**src/rtl/mips_lite_pkg.sv**
```systemverilog
// Shared definitions for the MIPS-lite front end: fetch FSM encoding,
// reset vector and instruction field positions.
package mips_lite_pkg;

  localparam logic [1:0] ST_FETCH = 2'd0;
  localparam logic [1:0] ST_ISSUE = 2'd1;
  localparam logic [1:0] ST_ERR   = 2'd2;

  localparam logic [31:0] RESET_PC_DEFAULT = 32'h0000_0000;

  localparam int OP_MSB = 31;
  localparam int OP_LSB = 26;
  localparam int JIMM_W = 26;

  // Instruction addresses are word aligned; the two low bits are always zero.
  function automatic logic [31:0] word_align(input logic [31:0] addr);
    return {addr[31:2], 2'b00};
  endfunction

endpackage

```
**src/rtl/pc_next_logic.sv**
```systemverilog
// Combinational next-PC selection for the fetch stage: jalr, jump,
// conditional branch (beq-style or bge-style) or fall-through.
module pc_next_logic
  import mips_lite_pkg::*;
(
  input  logic [31:0] i_pc,
  input  logic [31:0] i_instr,
  input  logic        i_branch,
  input  logic        i_bge,
  input  logic        i_jump,
  input  logic        i_jalr,
  input  logic        i_zero,
  input  logic        i_ge,
  input  logic [31:0] i_signimm,
  input  logic [31:0] i_rs_val,
  output logic [31:0] o_pc_next,
  output logic [31:0] o_pcplus4
);

  logic        w_branch_taken;
  logic [31:0] w_branch_target;
  logic [31:0] w_jump_target;
  logic        w_unused_bits;

  assign o_pcplus4       = i_pc + 32'd4;
  // bge overrides the plain equality test when both decoder controls are set.
  assign w_branch_taken  = (i_branch & ~i_bge & i_zero) | (i_bge & i_ge);
  assign w_branch_target = o_pcplus4 + {i_signimm[29:0], 2'b00};
  assign w_jump_target   = {o_pcplus4[31:28], i_instr[JIMM_W-1:0], 2'b00};

  assign w_unused_bits = &{1'b0, i_instr[OP_MSB:OP_LSB], i_signimm[31:30], i_rs_val[1:0]};

  // NOTE: every output of an always_comb gets a default first so no path can infer a latch.
  always_comb begin
    o_pc_next = o_pcplus4;
    if (i_jalr) begin
      o_pc_next = word_align(i_rs_val);
    end else if (i_jump) begin
      o_pc_next = w_jump_target;
    end else if (w_branch_taken) begin
      o_pc_next = w_branch_target;
    end
  end

endmodule

```
**src/rtl/fetch_unit.sv**
```systemverilog
// Instruction fetch stage: owns the PC, fetches over a req/ack memory port,
// holds the word for the decoder and advances on downstream completion.
module fetch_unit
  import mips_lite_pkg::*;
#(
  parameter logic [31:0] RESET_PC = RESET_PC_DEFAULT,
  parameter int          TIMEOUT  = 16,
  parameter int          CNT_W    = 32
) (
  input  logic             clk,
  input  logic             reset,
  output logic             imem_req,
  output logic [31:0]      imem_addr,
  input  logic             imem_ack,
  input  logic [31:0]      imem_rdata,
  output logic [31:0]      instr,
  output logic             instr_valid,
  input  logic             exec_done,
  input  logic             branch,
  input  logic             bge,
  input  logic             jump,
  input  logic             jalr,
  input  logic             zero,
  input  logic             ge,
  input  logic [31:0]      signimm,
  input  logic [31:0]      rs_val,
  output logic [31:0]      pc,
  output logic [31:0]      pcplus4,
  output logic [CNT_W-1:0] retired,
  output logic             fetch_err
);

  localparam int                WAIT_W    = (TIMEOUT > 1) ? $clog2(TIMEOUT) : 1;
  localparam logic [WAIT_W-1:0] WAIT_LAST = WAIT_W'(TIMEOUT - 1);

  logic [1:0]        r_state;
  logic [31:0]       r_pc;
  logic [31:0]       r_instr;
  logic              r_instr_valid;
  logic [CNT_W-1:0]  r_retired;
  logic              r_fetch_err;
  logic [WAIT_W-1:0] r_wait_cnt;

  logic [31:0]       w_pc_next;
  logic [31:0]       w_pcplus4;

  pc_next_logic u_pc_next (
    .i_pc      (r_pc),
    .i_instr   (r_instr),
    .i_branch  (branch),
    .i_bge     (bge),
    .i_jump    (jump),
    .i_jalr    (jalr),
    .i_zero    (zero),
    .i_ge      (ge),
    .i_signimm (signimm),
    .i_rs_val  (rs_val),
    .o_pc_next (w_pc_next),
    .o_pcplus4 (w_pcplus4)
  );

  // NOTE: sequential state uses non-blocking assignments so every register samples pre-edge values.
  always_ff @(posedge clk) begin
    if (reset) begin
      r_state       <= ST_FETCH;
      r_pc          <= RESET_PC;
      r_instr       <= '0;
      r_instr_valid <= 1'b0;
      r_retired     <= '0;
      r_fetch_err   <= 1'b0;
      r_wait_cnt    <= '0;
    end else begin
      case (r_state)
        ST_FETCH: begin
          // An ack in the final allowed cycle still beats the timeout.
          if (imem_ack) begin
            r_instr       <= imem_rdata;
            r_instr_valid <= 1'b1;
            r_wait_cnt    <= '0;
            r_state       <= ST_ISSUE;
          end else if (r_wait_cnt == WAIT_LAST) begin
            r_fetch_err <= 1'b1;
            r_wait_cnt  <= '0;
            r_state     <= ST_ERR;
          end else begin
            r_wait_cnt <= r_wait_cnt + 1'b1;
          end
        end
        ST_ISSUE: begin
          if (exec_done) begin
            r_pc          <= w_pc_next;
            r_retired     <= r_retired + 1'b1;
            r_instr_valid <= 1'b0;
            r_state       <= ST_FETCH;
          end
        end
        ST_ERR: begin
          r_instr_valid <= 1'b0;
        end
        default: begin
          r_instr_valid <= 1'b0;
          r_state       <= ST_ERR;
        end
      endcase
    end
  end

  // The request is gated by reset directly so a reset cycle never issues a fetch.
  assign imem_req    = (r_state == ST_FETCH) & ~reset;
  assign imem_addr   = r_pc;
  assign instr       = r_instr;
  assign instr_valid = r_instr_valid;
  assign pc          = r_pc;
  assign pcplus4     = w_pcplus4;
  assign retired     = r_retired;
  assign fetch_err   = r_fetch_err;

endmodule
```
**config.mk**
```make
export PLATFORM = sky130hd
export DESIGN_NAME = fetch_unit
export DESIGN_NICKNAME = d
export VERILOG_FILES = /design/src/rtl/mips_lite_pkg.sv /design/src/rtl/pc_next_logic.sv /design/src/rtl/fetch_unit.sv
export SDC_FILE = /design/constraint.sdc
export NUM_CORES = 1
export LEC_CHECK = 0
export CAP_MARGIN = 0
export CORE_MARGIN = 1
export CORE_UTILIZATION = 41
export DETAILED_ROUTE_END_ITERATION = 7
export PLACE_DENSITY = 0.73
export REMOVE_ABC_BUFFERS = 1
export SLEW_MARGIN = 20
export SYNTH_ARGS = -nofsm -noshare
export SYNTH_HDL_FRONTEND = slang
export SYNTH_SLANG_ARGS = --single-unit
```
**constraint.sdc**
```tcl
create_clock -name clk -period 8.6 [get_ports clk]
set_input_delay 0.86 -clock clk [delete_from_list [all_inputs] [get_ports clk]]
set_output_delay 0.86 -clock clk [all_outputs]
set_load 0.1 [all_outputs]
```
After elaboration in Yosys (flattened, before gate mapping)
Cells that the tools add are included.

storage, ports and cells
  flip-flop bits (word level) = 104
  output and inout bits = 163
  logic and storage cells = 44

cells by class
  add/subtract/negate cells = 4
  equality and inequality tests = 6
  mux-type cells = 12
  bitwise operators = 9
  reductions and logical operators = 6

operators by type and width
  operator               number
  $mux 32                3
  $add 32x1->32 const B  1
  $add 32x3->32 const B  1
  $add 32x32->32         1
  $mux 4                 2
  $mux 2                 3
  $pmux 2 s3             1
  $reduce_and 2->1       3
  $reduce_and 3->1       2
  $add 4x1->4 const B    1
  $and 1x1->1            4
  $eq 4x4->1 const B     1
  $ne 2x2->1 const B     2
  $not 1->1              4
  $ne 3x3->1 const B     1
  $eq 2x1->1 const B     1
  $eq 2x2->1 const B     1
  $logic_not 2->1        1
  $mux 1                 2
  $pmux 1 s2             1
  $or 1x1->1             1

Longest topological paths before layout
Gate-level depths: netlist of run 1.

  word-level depth = 7
  gate-level depth with buffers = 17

Hierarchy
A second synthesis of run 1 with hierarchy kept.

second synthesis, totals
  cells, all modules = 999
  area total of the unflattened synthesis = 7404.6 um^2

by module, submodules not included
  module         instances  cells each  area each (um^2)
  fetch_unit     1          531         4302.9
  pc_next_logic  1          468         3101.7

Least setup slack after synthesis of run 1
Ideal clock, no wire load.

  path type = reg-to-reg
  start = reg r_pc[2] (netlist: imem_addr[2])
  end = reg r_pc[31] (netlist: imem_addr[31])
  data arrival time = 5931 ps
  setup slack = 2582 ps
  cell stages (with the launch flop) = 18
  clock period less this slack = 6018 ps
  cell sequence = dfxtp_1 > ha_1 > nand4_1 > nor2_1 > and4_1 > nand3_1 > xnor2_1 > ha_1 > clkbuf_1 > a21o_1 > a21o_1 > a21oi_1 > nor2_1 > a21oi_1 > a41oi_2 > xor2_1 > a21oi_1 > o31ai_2

between the ends
  longest elaborated chain between the ends = 5

RTL lines
  item                    line                 text
  start, declared         fetch_unit.sv:37     logic [31:0] r_pc;
  start signal, assigned  fetch_unit.sv:91     r_pc <= w_pc_next;
  $add 32x3->32           pc_next_logic.sv:25  assign o_pcplus4 = i_pc + 32'd4;
  named net pcplus4[22]   fetch_unit.sv:28     output logic [31:0] pcplus4,
  $add 32x32->32          pc_next_logic.sv:28  assign w_branch_target = o_pcplus4 + {i_signimm[29:0], 2'b00};
  $mux 32                 pc_next_logic.sv:40  end else if (w_branch_taken) begin
  $mux 32                 pc_next_logic.sv:38  end else if (i_jump) begin
  $mux 32                 pc_next_logic.sv:36  if (i_jalr) begin

The timed path passes the listed nets, and every way through them passes these cells.
A chain may end at the register's enable or synchronous reset.

Worst setup path in the final report of run 1
  start = reg r_pc[2] (netlist: imem_addr[2])
  end = out pcplus4[28]

between the ends
  longest elaborated chain between the ends = 1

RTL lines
  item           line
  $add 32x3->32  pc_next_logic.sv:25
  end, declared  fetch_unit.sv:28

Every way passes these cells.

==> results.md, run 1 <==
- Outcome: finished clean
- Post-Syn Area: 7153 µm²
- Via density: 5.426
- Worst Reg2Reg Path Length in Cells: 16
- Max-slew headroom: 30.55%
- Mapped Cells: 947
- Setup bufs post-CTS: 0
- Total CTS buffers: 9
- Diode count: 0
- DR vias: 7,444
- Antenna violations before repair: 1
- FF+latch count, synth: 102
- Grt ovf: 0
- Critical path origin: imem_addr[2]
- Reg clk slew, reported paths: 0.07 ns
- Chip Width: 134.1 µm
- DR pass1 iterations: 5
- Mean Syn Cell Area: 7.553 µm²
- Tcrit/Tclk final: 51.50%
- CTS-repair resized insts: 0
- Post-synth EDFFs: 0
- DRC Markers: 0
- Tot GR Track Use: 25.50%
- Cts hold-fix bufs: 0
- DRT antenna net count: 0
- Fraction of layout cells with a size suffix above 1: 4.427%
- Crit path DAT: 3.57 ns
- Cell taking the most area after synthesis: dfxtp_1
- Most common flop cell mapped by yosys: dfxtp_1
- Root Buffer Master: clkbuf_16
- Final HPWL from detailed placement: 18,180 µm
- Die Y-Extent: 134.1 µm
- Vias in the first global route: 6,680
- Setup TNS: 0 ns
- Power Density: 152.2 nW/µm²
- Placer Congestion: 0.9129
- H-tree levels: 3
- Worst-Skew Late Latency: 0.34 ns
- Final worst slack: 4.171 ns
- Fin nets: 1,292
- Global-route wire length before repair: 36,360 µm
- Leakage: 0.003852 µW
- CTS tree: done
- Starting density of the core: 42.53%
- Std cell rows: 47
- Seq/Total Area, Yosys: 28.55%
- Reg2reg start: imem_addr[2]
- CP Class: reg -> out
- Largest net degree at the start of global routing: 60
- Least-Margin Pin Slew: 1.039 ns
- Fmax: 225.8 MHz
- Most frequent cells in the layout: clkdlybuf4s50_1, nand2_1, a21oi_1, dfxtp_1, nor2_1
- Async SR Flop Fraction: 0%
- Hold path depth: 2
- Synth top area share: 28.55%
- DR iter-0 viols: 452
- Worst vdd ir: 0.09441 mV
- DIE AREA: 17,980 µm²
- Crit path max fanout: 7
- Commonest non-fill, non-tap cell in the layout: clkdlybuf4s50_1
- I/O pin cnt: 269
- Distinct cell type count after synthesis: 71
- Port bufs: 258
- YS warnings: 0
- Critical path data required time: 7.74 ns
- CTS Sinks: 102
- Final number of hold-violating endpoints: 0
- Clock tree buffer depth: 2
- Filler cells: 1,610
- CP Launch Type: flop
- Core Area: 16,820 µm²
- Per-cell routed wire length: 17.19 µm
- Final min period: 4.429 ns
- Synth top area cells: dfxtp_1, a21oi_1, nand2_1
- RSZ-0062 raised after global routing: false
- Max Cap Viol: 0
- Max Transition Viols Final: 0
- Area Growth Syn to Fin: 39.11%
- CP endpoint kind: primary output
- # setup viols final: 0
- Clk_skew: 0.006567 ns
- Place WS: 4.488 ns
- Hold Crit Start: instr[27]
- Routed WL: 23,590 µm
- Worst hold path class: reg -> reg
==> per-layer routing <==
| metal | up-vias | share of wire, % | track usage (%) |
|---|---|---|---|
| met5 | - | 0 | 0 |
| met4 | 0 | 1.4 | 6.180 |
| met3 | 19 | 6.4 | 4.308 |
| met2 | 242 | 47 | 41.65 |
| met1 | 3472 | 46 | 34.86 |
| li1 | 3711 | - | - |
==> worst max-delay path, stage by stage, from the launching register on <==
cell and delay [ns]:
dfxtp_1 0.44, ha_1 0.25, nand4_1 0.18, nor2_1 0.36, and3_4 0.30, nand3_1 0.10, xnor2_1 0.38, clkdlybuf4s50_1 1.22
==> cell usage after synthesis (3+ instances only) <==
| master | instances |
|---|---|
| and4_1 | 5 |
| ha_1 | 38 |
| nand2_1 | 145 |
| inv_1 | 16 |
| o21ai_1 | 4 |
| nand3b_1 | 3 |
| a211o_1 | 5 |
| nor2_1 | 91 |
| nand2b_1 | 6 |
| or3_1 | 6 |
| a211oi_1 | 13 |
| nand4_1 | 16 |
| mux2i_1 | 3 |
| buf_2 | 4 |
| a21o_1 | 17 |
| clkbuf_1 | 39 |
| o21a_1 | 6 |
| a21oi_1 | 109 |
| buf_1 | 3 |
| o21bai_1 | 6 |
| o311ai_0 | 4 |
| dfxtp_1 | 102 |
| and3_1 | 18 |
| o31ai_1 | 4 |
| nand3_1 | 31 |
| nor3_1 | 8 |
| o21ai_0 | 51 |
| a221oi_1 | 3 |
| a31oi_1 | 3 |
| o22ai_1 | 4 |
| o221ai_1 | 3 |
| buf_4 | 37 |
| xnor2_1 | 38 |
| o211ai_1 | 11 |
| xor2_1 | 39 |
| and2_1 | 9 |
==> layout make-up <==
class | instances | area, µm² | share of cell area, %
clock inverters | 6 | 70.07 | 0.7041
flip-flops and latches | 102 | 2042 | 20.52
repair buffers | 267 | 2648 | 26.61
multi-input cells | 751 | 4617 | 46.40
clock buffers | 10 | 239.0 | 2.402
well taps | 220 | 275.3 | 2.766
inverters | 16 | 60.06 | 0.6035
==> state kept, by name (all words and copies together) (netlist names) <==
| name | flops |
|---|---|
| instr | 32 |
| retired | 32 |
| imem_addr | 30 |
| r_wait_cnt | 4 |
| r_state | 2 |
| fetch_err | 1 |
| instr_valid | 1 |
==> path summary, 6_finish.rpt <==
| kind | slack, ns | endpoint |
|---|---|---|
| worst max-delay path | 4.17 | pcplus4[28] |
| worst min-delay path | 0.46 | instr[27] |
| worst max register to register | 4.47 | imem_addr[27] |
| worst min register to register | 0.46 | instr[27] |
==> cell families (layout without fill, tap and decap cells) <==
family                     Yosys count  count (layout)  share of synthesized area (%)
buffers and inverters               99             299                          7.207
and+or+nand+nor                    357             357                          23.37
other                                1               6                        0.05242
muxes                                4               4                         0.5772
AOI/OAI and AO/OA                  266             266                          23.44
xor gates and xnor gates            79              79                          9.883
adders and majority gates           39              39                          6.927
DFF                                102             102                          28.55
==> stage by stage <==
stage | hold slack, ns | instances | power (µW) | area [µm²] | utilization [%]
global placement | 0.4429 | 1356 | 1099 | 9642 | 57.33
global route | 0.4719 | 1372 | 1578 | 9951 | 59.17
CTS | 0.4568 | 1372 | 1526 | 9951 | 59.17
finish | 0.4553 | 1372 | 1515 | 9951 | 59.17
detailed placement | 0.4466 | 1356 | 1102 | 9642 | 57.33
floorplan | 0.4431 | 869 | 922.5 | 6716 | -
==> power by group <==
| group | internal [µW] | switching [µW] |
|---|---|---|
| clock network | 235 | 185 |
| registers | 490 | 24.7 |
| logic | 169 | 411 |
No activity file was read; power rests on OpenSTA's default activity.
==> run 2: changes to the inputs <==
Settings changed: PLACE_DENSITY 0.73 to 0.76.
Clock period 8.6 ns to 4.04 ns, I/O delays scaled along.
==> results.md, run 2 (same netlist as run 1, synthesis figures left out) <==
- Outcome: finished clean (unchanged)
- H-tree levels: 3 (unchanged)
- Non-filler cells, final: 1,406 (was 1,372)
- Leakage: 0.004101 µW (was 0.003852 µW)
- Terminus of the critical flop-to-flop path: imem_addr[28] (was imem_addr[27])
- Total CTS buffers: 9 (unchanged)
- # setup viols final: 0 (unchanged)
- Setup TNS: 0 ns (unchanged)
- Max-slew headroom: 29.35% (was 30.55%)
- Via density: 5.435 (was 5.426)
- Reg clk slew, reported paths: 0.07 ns (about the same)
- Largest net degree at the start of global routing: 64 (was 60)
- Starting density of the core: 42.53% (unchanged)
- Tot GR Track Use: 26.91% (was 25.50%)
- Final worst slack: 0.3018 ns (was 4.171 ns)
- Clk_skew: 0.01208 ns (was 0.006567 ns)
- Clock tree buffer depth: 2 (unchanged)
- Place WS: 0.2379 ns (was 4.488 ns)
- Crit path DAT: 3.96 ns (was 3.57 ns)
- Fmax: 267.5 MHz
- Tcrit/Tclk final: 92.53%
- Vias in the first global route: 6,954 (was 6,680)
- CP endpoint kind: flop (was primary output)
- Critical path data required time: 4.26 ns (was 7.74 ns)
- Max Transition Viols Final: 0 (unchanged)
- Most frequent cells in the layout: clkdlybuf4s50_1, nand2_1, a21oi_1, dfxtp_1, nor2_1 (unchanged)
- DRC Markers: 0 (unchanged)
- Final min period: 3.738 ns
- Reg2Reg Setup Slack: 0.30 ns (was 4.47 ns)
- Port bufs: 258 (unchanged)
- CP peak stage delay: 0.39 ns (was 1.22 ns)
- DR iter-0 viols: 546 (was 452)
- Crit path max fanout: 6 (was 7)
- Chip Width: 134.1 µm (unchanged)
- Std cell rows: 47 (unchanged)
- Diode count: 0 (unchanged)
- Worst vdd ir: 0.2426 mV (was 0.09441 mV)
- Per-cell routed wire length: 17.54 µm (was 17.19 µm)
- Top Family by Delay on Critical Path: compound AO/OA/AOI/OAI gates (was buffers and inverters)
- Worst hold path class: in -> reg (was reg -> reg)
- Fin nets: 1,326 (was 1,292)
- Crit-path cells: ha_1 > nand4_1 > nor2_1 > buf_4 > and4_1 > nand3_1 > xnor2_2 > ha_1 > buf_4 > inv_1 > o21bai_1 > a21oi_1 > nor2_1 > a2111oi_0 > o31ai_1 > a21oi_1 > xor2_1 > a21oi_1 (was ha_1 > nand4_1 > nor2_1 > and3_4 > nand3_1 > xnor2_1 > clkdlybuf4s50_1)
- DRT antenna net count: 0 (unchanged)
- Power Density: 324.8 nW/µm² (was 152.2 nW/µm²)
- Antenna violations before repair: 0 (was 1)
- Critical path depth in cells: 18 (was 7)
- Filler cells: 1,572 (was 1,610)
- Most common cell on crit path: a21oi_1
- Core Area: 16,820 µm² (unchanged)
- Placed cells: 1,390 (was 1,356)
- I/O pin cnt: 269 (unchanged)
- Final HPWL from detailed placement: 19,130 µm (was 18,180 µm)
- Reg2reg start: imem_addr[3] (was imem_addr[2])
- CTS Sinks: 102 (unchanged)
- Area Growth Syn to Fin: 42.21% (was 39.11%)
- Worst-Skew Late Latency: 0.34 ns (about the same)
- Least-Margin Pin Slew: 1.056 ns (was 1.039 ns)
- DIE AREA: 17,980 µm² (unchanged)
- Grt ovf: 0 (unchanged)
- Hold Crit Start: reset (was instr[27])
- Placer Congestion: 0.9348 (was 0.9129)
- Worst path slowest cell: dfxtp_2 (was clkdlybuf4s50_1)
- Cts hold-fix bufs: 0 (unchanged)
- DR vias: 7,641 (was 7,444)
- DR pass1 iterations: 5 (unchanged)
- CP Launch Type: flop (unchanged)
- Worst Reg2Reg Path Length in Cells: 18 (was 16)
- CTS tree: done (unchanged)
- Global-route wire length before repair: 38,340 µm (was 36,360 µm)
- CP Class: reg -> reg (was reg -> out)
- Max Cap Viol: 0 (unchanged)
- Crit path buffers/inverters: 3 (was 1)
- Final number of hold-violating endpoints: 0 (unchanged)
- CTS-repair resized insts: 0 (unchanged)
- Commonest non-fill, non-tap cell in the layout: clkdlybuf4s50_1 (unchanged)
- Critical path origin: imem_addr[3] (was imem_addr[2])
- Routed WL: 24,670 µm (was 23,590 µm)
- Fraction of layout cells with a size suffix above 1: 9.359% (was 4.427%)
- Setup bufs post-CTS: 0 (unchanged)
- Die Y-Extent: 134.1 µm (unchanged)
- Worst setup endpoint: imem_addr[28] (was pcplus4[28])
- Root Buffer Master: clkbuf_16 (unchanged)
## run 2: cell types whose count changed in the layout (fill, tap and decap cells not counted), sizes merged
cell and delta:
buf +58, bufinv +1, clkbuf +1, clkdlybuf4s50 -24
clkinvlp -2
## run 2: area by class of cell
class                      instances  area (µm²)  area share (%)
inverter                          16       60.06          0.5904
tap                              220       275.3           2.706
timing repair buffer             301        2843           27.95
sequential                       102        2043           20.09
clock inverter                     5       81.33          0.7995
multi-input combinational        751        4627           45.49
clock buffer                      11       242.7           2.386
## run 2: per-stage QoR
| step | total power [µW] | utilization, % | instance area, µm² | hold WS [ns] |
|---|---|---|---|---|
| final | 3304 | 60.48 | 10170 | 0.4285 |
| after global routing | 3435 | 60.48 | 10170 | 0.4432 |
| after CTS | 3312 | 60.42 | 10160 | 0.4253 |
| after detailed placement | 2370 | 58.49 | 9837 | 0.4549 |
| after global placement | 2368 | 58.49 | 9837 | 0.4436 |
| after floorplan | 1964 | - | 6716 | 0.4431 |
## run 2: worst min path at each step
stage,end,slack [ns],cells after the start
2_1_floorplan,r_wait_cnt[1],0.44,2
3_3_place_gp,instr[30],0.44,2
3_5_place_dp,fetch_err,0.45,2
4_1_cts,fetch_err,0.43,2
6_report,fetch_err,0.43,2
5_1_grt,r_wait_cnt[2],0.44,2
## run 2: routing by layer
| metal | track usage, % | vias up | wire length (µm) |
|---|---|---|---|
| li1 | - | 3779 | - |
| met1 | 38.18 | 3520 | 11180 |
| met2 | 41.45 | 305 | 10940 |
| met3 | 4.308 | 37 | 1919 |
| met4 | 8.614 | 0 | 627 |
| met5 | 0 | - | 0 |
## run 2: worst reg2reg max path, stage by stage, from the launching register on
cell       delay, ns
dfxtp_2         0.39
ha_1            0.22
nand4_1         0.16
nor2_1          0.14
buf_4           0.14
and4_1          0.25
nand3_1         0.14
xnor2_2         0.26
ha_1            0.29
buf_4           0.16
inv_1           0.05
o21bai_1        0.07
a21oi_1         0.24
nor2_1          0.06
a2111oi_0       0.30
o31ai_1         0.15
a21oi_1         0.17
xor2_1          0.32
a21oi_1         0.11
## run 2: power by group
part           switching (µW)  internal [µW]  total, µW
logic                     898            375       1270
registers                43.9           1040       1090
clock network             381            562        943
